[src/rtl/video_timing_generator.sv]
// Line/frame timing for a composite video encoder: free-running h/v counters
// per standard, with registered sync, burst, SECAM, active and position outputs.
package video_timing_pkg;
  typedef enum logic [1:0] {
    VS_PAL   = 2'd0,
    VS_NTSC  = 2'd1,
    VS_SECAM = 2'd2
  } video_standard_e;
endpackage

module video_timing_generator
  import video_timing_pkg::*;
#(
  parameter int PAL_LINE_CLKS          = 3072,
  parameter int NTSC_LINE_CLKS         = 3048,
  parameter int PAL_LINES              = 312,
  parameter int NTSC_LINES             = 262,
  parameter int HSYNC_CLKS             = 226,
  parameter int BURST_START_CLKS       = 269,
  parameter int ACTIVE_START_CLKS      = 504,
  parameter int ACTIVE_LEN_CLKS        = 2496,
  parameter int VSYNC_LINES            = 3,
  parameter int PAL_FIRST_ACTIVE_LINE  = 23,
  parameter int NTSC_FIRST_ACTIVE_LINE = 20
) (
  input  logic            clk,
  input  logic            rst_n,
  input  logic            enable,
  input  video_standard_e video_standard,
  output video_standard_e active_standard,
  output logic            sync,
  output logic            newframe,
  output logic            newline,
  output logic            qam_startburst,
  output logic            secam_enabled,
  output logic            active,
  output logic [8:0]      line,
  output logic [11:0]     hpos
);

  if (!((HSYNC_CLKS < BURST_START_CLKS) && (BURST_START_CLKS < ACTIVE_START_CLKS) &&
        (ACTIVE_START_CLKS + ACTIVE_LEN_CLKS <= NTSC_LINE_CLKS))) begin : g_param_check
    $error("video_timing_generator: illegal timing parameters");
  end

  localparam logic [11:0] PAL_LEN    = 12'(PAL_LINE_CLKS);
  localparam logic [11:0] NTSC_LEN   = 12'(NTSC_LINE_CLKS);
  localparam logic [11:0] HSYNC      = 12'(HSYNC_CLKS);
  localparam logic [11:0] BURST      = 12'(BURST_START_CLKS);
  localparam logic [11:0] ACT_START  = 12'(ACTIVE_START_CLKS);
  localparam logic [11:0] ACT_END    = 12'(ACTIVE_START_CLKS + ACTIVE_LEN_CLKS);
  localparam logic [8:0]  PAL_NL     = 9'(PAL_LINES);
  localparam logic [8:0]  NTSC_NL    = 9'(NTSC_LINES);
  localparam logic [8:0]  VSYNC_L    = 9'(VSYNC_LINES);
  localparam logic [8:0]  PAL_FIRST  = 9'(PAL_FIRST_ACTIVE_LINE);
  localparam logic [8:0]  NTSC_FIRST = 9'(NTSC_FIRST_ACTIVE_LINE);

  logic            running_q, running_d;
  logic [11:0]     h_q, h_d;
  logic [8:0]      v_q, v_d;
  video_standard_e std_q, std_d;

  video_standard_e active_standard_q, active_standard_d;
  logic            sync_q, sync_d;
  logic            newframe_q, newframe_d;
  logic            newline_q, newline_d;
  logic            qam_q, qam_d;
  logic            secam_q, secam_d;
  logic            active_q, active_d;
  logic [8:0]      line_q, line_d;
  logic [11:0]     hpos_q, hpos_d;

  logic [11:0]     line_len;
  logic [8:0]      n_lines;
  logic [8:0]      first_line;
  logic            h_last, v_last, vsync_line;

  always_comb begin
    line_len   = (std_q == VS_NTSC) ? NTSC_LEN : PAL_LEN;
    n_lines    = (std_q == VS_NTSC) ? NTSC_NL : PAL_NL;
    first_line = (std_q == VS_NTSC) ? NTSC_FIRST : PAL_FIRST;
    h_last     = (h_q == line_len - 12'd1);
    v_last     = (v_q == n_lines - 9'd1);
    vsync_line = (v_q < VSYNC_L);

    running_d         = 1'b0;
    h_d               = '0;
    v_d               = '0;
    std_d             = VS_PAL;
    active_standard_d = VS_PAL;
    sync_d            = 1'b0;
    newframe_d        = 1'b0;
    newline_d         = 1'b0;
    qam_d             = 1'b0;
    secam_d           = 1'b0;
    active_d          = 1'b0;
    line_d            = '0;
    hpos_d            = '0;

    if (enable) begin
      running_d = 1'b1;
      if (!running_q) begin
        // First enabled edge only arms the counters; outputs follow next cycle.
        std_d = video_standard;
      end else begin
        std_d = std_q;
        h_d   = h_last ? 12'd0 : h_q + 12'd1;
        v_d   = h_last ? (v_last ? 9'd0 : v_q + 9'd1) : v_q;
        if (h_last && v_last) std_d = video_standard;

        active_standard_d = std_q;
        sync_d     = vsync_line ? (h_q < line_len - HSYNC) : (h_q < HSYNC);
        newline_d  = (h_q == 12'd0);
        newframe_d = (h_q == 12'd0) && (v_q == 9'd0);
        qam_d      = (h_q == BURST) && !vsync_line && (std_q != VS_SECAM);
        secam_d    = (std_q == VS_SECAM) && !vsync_line && (h_q >= BURST) && (h_q < ACT_END);
        active_d   = (v_q >= first_line) && (v_q < n_lines) &&
                     (h_q >= ACT_START) && (h_q < ACT_END);
        line_d     = v_q;
        hpos_d     = h_q;
      end
    end
  end

  always_ff @(posedge clk or negedge rst_n) begin
    if (!rst_n) begin
      running_q         <= 1'b0;
      h_q               <= '0;
      v_q               <= '0;
      std_q             <= VS_PAL;
      active_standard_q <= VS_PAL;
      sync_q            <= 1'b0;
      newframe_q        <= 1'b0;
      newline_q         <= 1'b0;
      qam_q             <= 1'b0;
      secam_q           <= 1'b0;
      active_q          <= 1'b0;
      line_q            <= '0;
      hpos_q            <= '0;
    end else begin
      running_q         <= running_d;
      h_q               <= h_d;
      v_q               <= v_d;
      std_q             <= std_d;
      active_standard_q <= active_standard_d;
      sync_q            <= sync_d;
      newframe_q        <= newframe_d;
      newline_q         <= newline_d;
      qam_q             <= qam_d;
      secam_q           <= secam_d;
      active_q          <= active_d;
      line_q            <= line_d;
      hpos_q            <= hpos_d;
    end
  end

  assign active_standard = active_standard_q;
  assign sync            = sync_q;
  assign newframe        = newframe_q;
  assign newline         = newline_q;
  assign qam_startburst  = qam_q;
  assign secam_enabled   = secam_q;
  assign active          = active_q;
  assign line            = line_q;
  assign hpos            = hpos_q;

endmodule

[config.mk]
export PLATFORM = sky130hd
export DESIGN_NAME = video_timing_generator
export DESIGN_NICKNAME = d
export VERILOG_FILES = /design/src/rtl/video_timing_generator.sv
export SDC_FILE = /design/constraint.sdc
export NUM_CORES = 1
export LEC_CHECK = 0
export ABC_AREA = 1
export ABC_CLOCK_PERIOD_IN_PS = 1500
export BUFFER_PORTS_ARGS = -buffer_cell sky130_fd_sc_hd__buf_2
export CAP_MARGIN = 20
export CORE_MARGIN = 2
export CORE_UTILIZATION = 45
export CTS_CLUSTER_SIZE = 28
export DETAILED_ROUTE_END_ITERATION = 10
export HOLD_SLACK_MARGIN = 0.05
export PLACE_DENSITY = 0.74
export SYNTH_ARGS = -nofsm -noshare
export SYNTH_HDL_FRONTEND = slang
export SYNTH_SLANG_ARGS = --single-unit
[constraint.sdc]
create_clock -name clk -period 1.5 [get_ports clk]
set_input_delay 0 -clock clk [delete_from_list [all_inputs] [get_ports clk]]
set_output_delay 0 -clock clk [all_outputs]
set_load 0.05 [all_outputs]
==> reports/summary.txt <==
worst-path maximum fanout -> 3
largest family of logic cells by synthesized area -> simple AND/OR/NAND/NOR gates
global-route wire length before repair -> 10100 µm
GPL Wtd Cong -> 0.941
GRT Util Overall -> 20.2%
critical path's top delay family -> simple AND/OR/NAND/NOR gates
main flop type after synthesis -> dfrtp_1
crit path time final -> 1480 ps
Reg2Reg Setup Slack -> 20 ps
Final nets -> 406
top-count cell post-synth -> nor2_1
initial DRC count -> 261
IR drop worst, VDD -> 379 µV
# DRC -> 0
Post-Synth Simple-Gate Area -> 31.6%
largest net degree at the start of global routing -> 34
Max-cap violations -> 0
Post-synth EDFFs -> 0
Synth Area in XOR/XNOR -> 2.03%
largest cells by area after synthesis -> dfrtp_1 (51%), nor2_1 (9.4%), nand2_1 (9.1%)
PwrDens -> 792 mW/mm²
max-slew violations -> 0
Post-synth top cells -> nor2_1 (65), nand2_1 (63), dfrtp_1 (53)
Leakage -> 0.00173 µW
status -> complete, no violations
number of vias per cell -> 4.92
DRT antenna net count -> 0
antenna violations before repair -> 0
register area -> 0.00133 mm²
Unique masters post-synth -> 30
Worst Max-Slew Pin Slew -> 506 ps
drt total wl -> 6060 µm
worst path buffer plus inverter count -> 4
clk_skew -> 13.4 ps
Initial Utilization -> 46.8%
critical path class -> reg -> reg
Flop pwr share -> 55.0%
Synth area leader -> dfrtp_1
clock slew at reported path FFs -> 100 ps
worst-case clock buffer depth -> 2
# fillers -> 466
layout cells sized above 1 -> 30.5%
cts bufs inserted -> 5
pre-CTS setup slack -> -46.7 ps
Fmax achieved -> 675 MHz
Worst-Skew Late Latency -> 310 ps
fraction of synthesized area in multiplexers -> 0%
post-synthesis cell count -> 317
Detailed Place HPWL -> 4470 µm
CTS tree -> built
NetSw -> 613 µW
CORE AREA -> 0.00554 mm²
complex-gate fraction of the synthesized area -> 4.05%
Critical Path AT -> 1710 ps
Mapped Area -> 0.00259 mm²
utilization after layout -> 60.3%
Clk pwr share -> 36.2%
Area Growth Syn to Fin -> 28.8%
Pre-Repair DR Iteration Count -> 4
Avg Cell Area, Syn -> 8.18 µm²
die width -> 79.9 µm
row cnt -> 27
unrepaired setup endpoints after global routing -> true
syn_nets -> 330
final setup fails -> 0
adder-cell share of the synthesized area -> 3.86%
startpoint types -> flop
synthesis warning total -> 0
Via Count -> 2291
slowest CP cell -> dfrtp_1
Synth top area share -> 51.1%
antenna cells -> 0
Routed wire per std cell -> 13.0 µm
fin cells -> 466
Tot Pwr -> 2640 µW
cell internal pwr -> 2030 µW
clk sink count -> 53
setup ws final -> 18.1 ps
post-synthesis sequential area ratio -> 51.1%
RR Endpoint -> active
Comb power frac -> 8.8%
Placed Instances -> 444
Slew HR -> 66.3%
H-tree depth -> 2
Switching Share -> 23.2%
CTS root buf -> clkbuf_8
IO Pins -> 34
die area -> 0.00639 mm²
cells on worst reg2reg path -> 10
Multi-input gate area -> 0.00114 mm²
critical path capture point type -> flop
I/O Buffers -> 33
crit path cell chain -> inv_2, buf_4, buf_4, buf_4, nand3_2, nand3b_1, nand3_1, a21oi_2, nand2_1, nor2_1
reg2reg start -> std_q[1]
Data required, critical path -> 1730 ps
Die Y -> 79.9 µm
Seq cells post-synth -> 53
Async S/R FF share, synth -> 100%
cell mode on critical path -> buf_4
number of global-route vias before repair -> 2247
crit-path max cell delay -> 410 ps
grt ovf -> 0
Hold Crit Class -> in -> async
Hold Vio Cnt, Final -> 0
final worst-path cycle share -> 98.8%
worst max path at each step:
stage / startpoint / end / slack (ps) / depth (start not counted)
floorplan: h_q[1] / v_q[3] / 100 / 11
global placement: std_q[1] / v_q[7] / 7 / 10
detailed placement: std_q[1] / v_q[2] / -50 / 10
CTS: std_q[1] / v_q[1] / 20 / 10
global route: std_q[1] / v_q[4] / -80 / 12
finish: std_q[1] / active / 20 / 10
cells in the final DEF (no fill, tap or decap), types with 3 or more instances in the layout:
cell	n
a21oi_1	4
buf_2	33
buf_4	36
clkbuf_8	5
dfrtp_1	48
dfrtp_2	5
dlygate4sd3_1	4
ha_1	7
inv_1	33
inv_2	7
nand2_1	56
nand2_2	11
nand3_1	24
nand3_2	5
nand3b_1	4
nand4_1	5
nor2_1	63
nor2_2	3
nor2_4	3
nor3_1	4
o21ai_0	4
o21ai_1	5
xor2_1	6
layer usage:
metal  share of wire (%)  track usage (%)
met1                  46             27.2
met2                  46             32.3
met4                 1.7             7.29
met3                 6.2             4.30
met5                   0                0
cell families (layout without fill, tap and decap cells):
group                    after synthesis  after routing
AND/OR/NAND/NOR                      184            184
flip-flops                            53             53
buffers and inverters                 47            124
AO/OA/AOI/OAI                         19             19
adder cells (fa/ha/maj)                8              8
XOR/XNOR                               6              6
per-stage QoR:
stage	hold WS (ps)	area [µm²]	setup TNS, ps
2_1_floorplan	-296	2590	0
3_3_place_gp	-13.5	3040	0
3_5_place_dp	-2.43	3040	-225
4_1_cts	200	3200	0
5_1_grt	256	3340	-546
6_report	183	3340	0
sequential cells by signal, summed over array words and instances (netlist names), 2 cells and up:
register	cells
h_q	12
hpos	12
line	9
v_q	9
active_standard	2
std_q	2
area by class of cell:
| class | instances | share of cell area, % |
|---|---|---|
| sequential | 53 | 39.9 |
| multi-input combinational | 217 | 34.3 |
| timing repair buffer | 75 | 15.2 |
| inverter | 41 | 4.61 |
| tap | 72 | 2.70 |
| clock buffer | 6 | 2.17 |
| clock inverter | 2 | 1.16 |
power by group through the flow:
stage	logic [µW]	clock network (µW)	registers [µW]
2_1_floorplan	82.0	0	1510
3_3_place_gp	186	0	1480
3_5_place_dp	190	0	1480
4_1_cts	204	975	1450
5_1_grt	259	1030	1460
6_report	233	956	1450
timing repair:
action | in CTS | in global routing
endpoints found under the hold margin | 24 | 0
hold buffers | 4 | 0
setup buffers | 1 | 9
pin swaps | 0 | 12
setup endpoints to repair | 11 | 26
gates resized for setup | 2 | 32
Power figures use the tool's default switching activity.
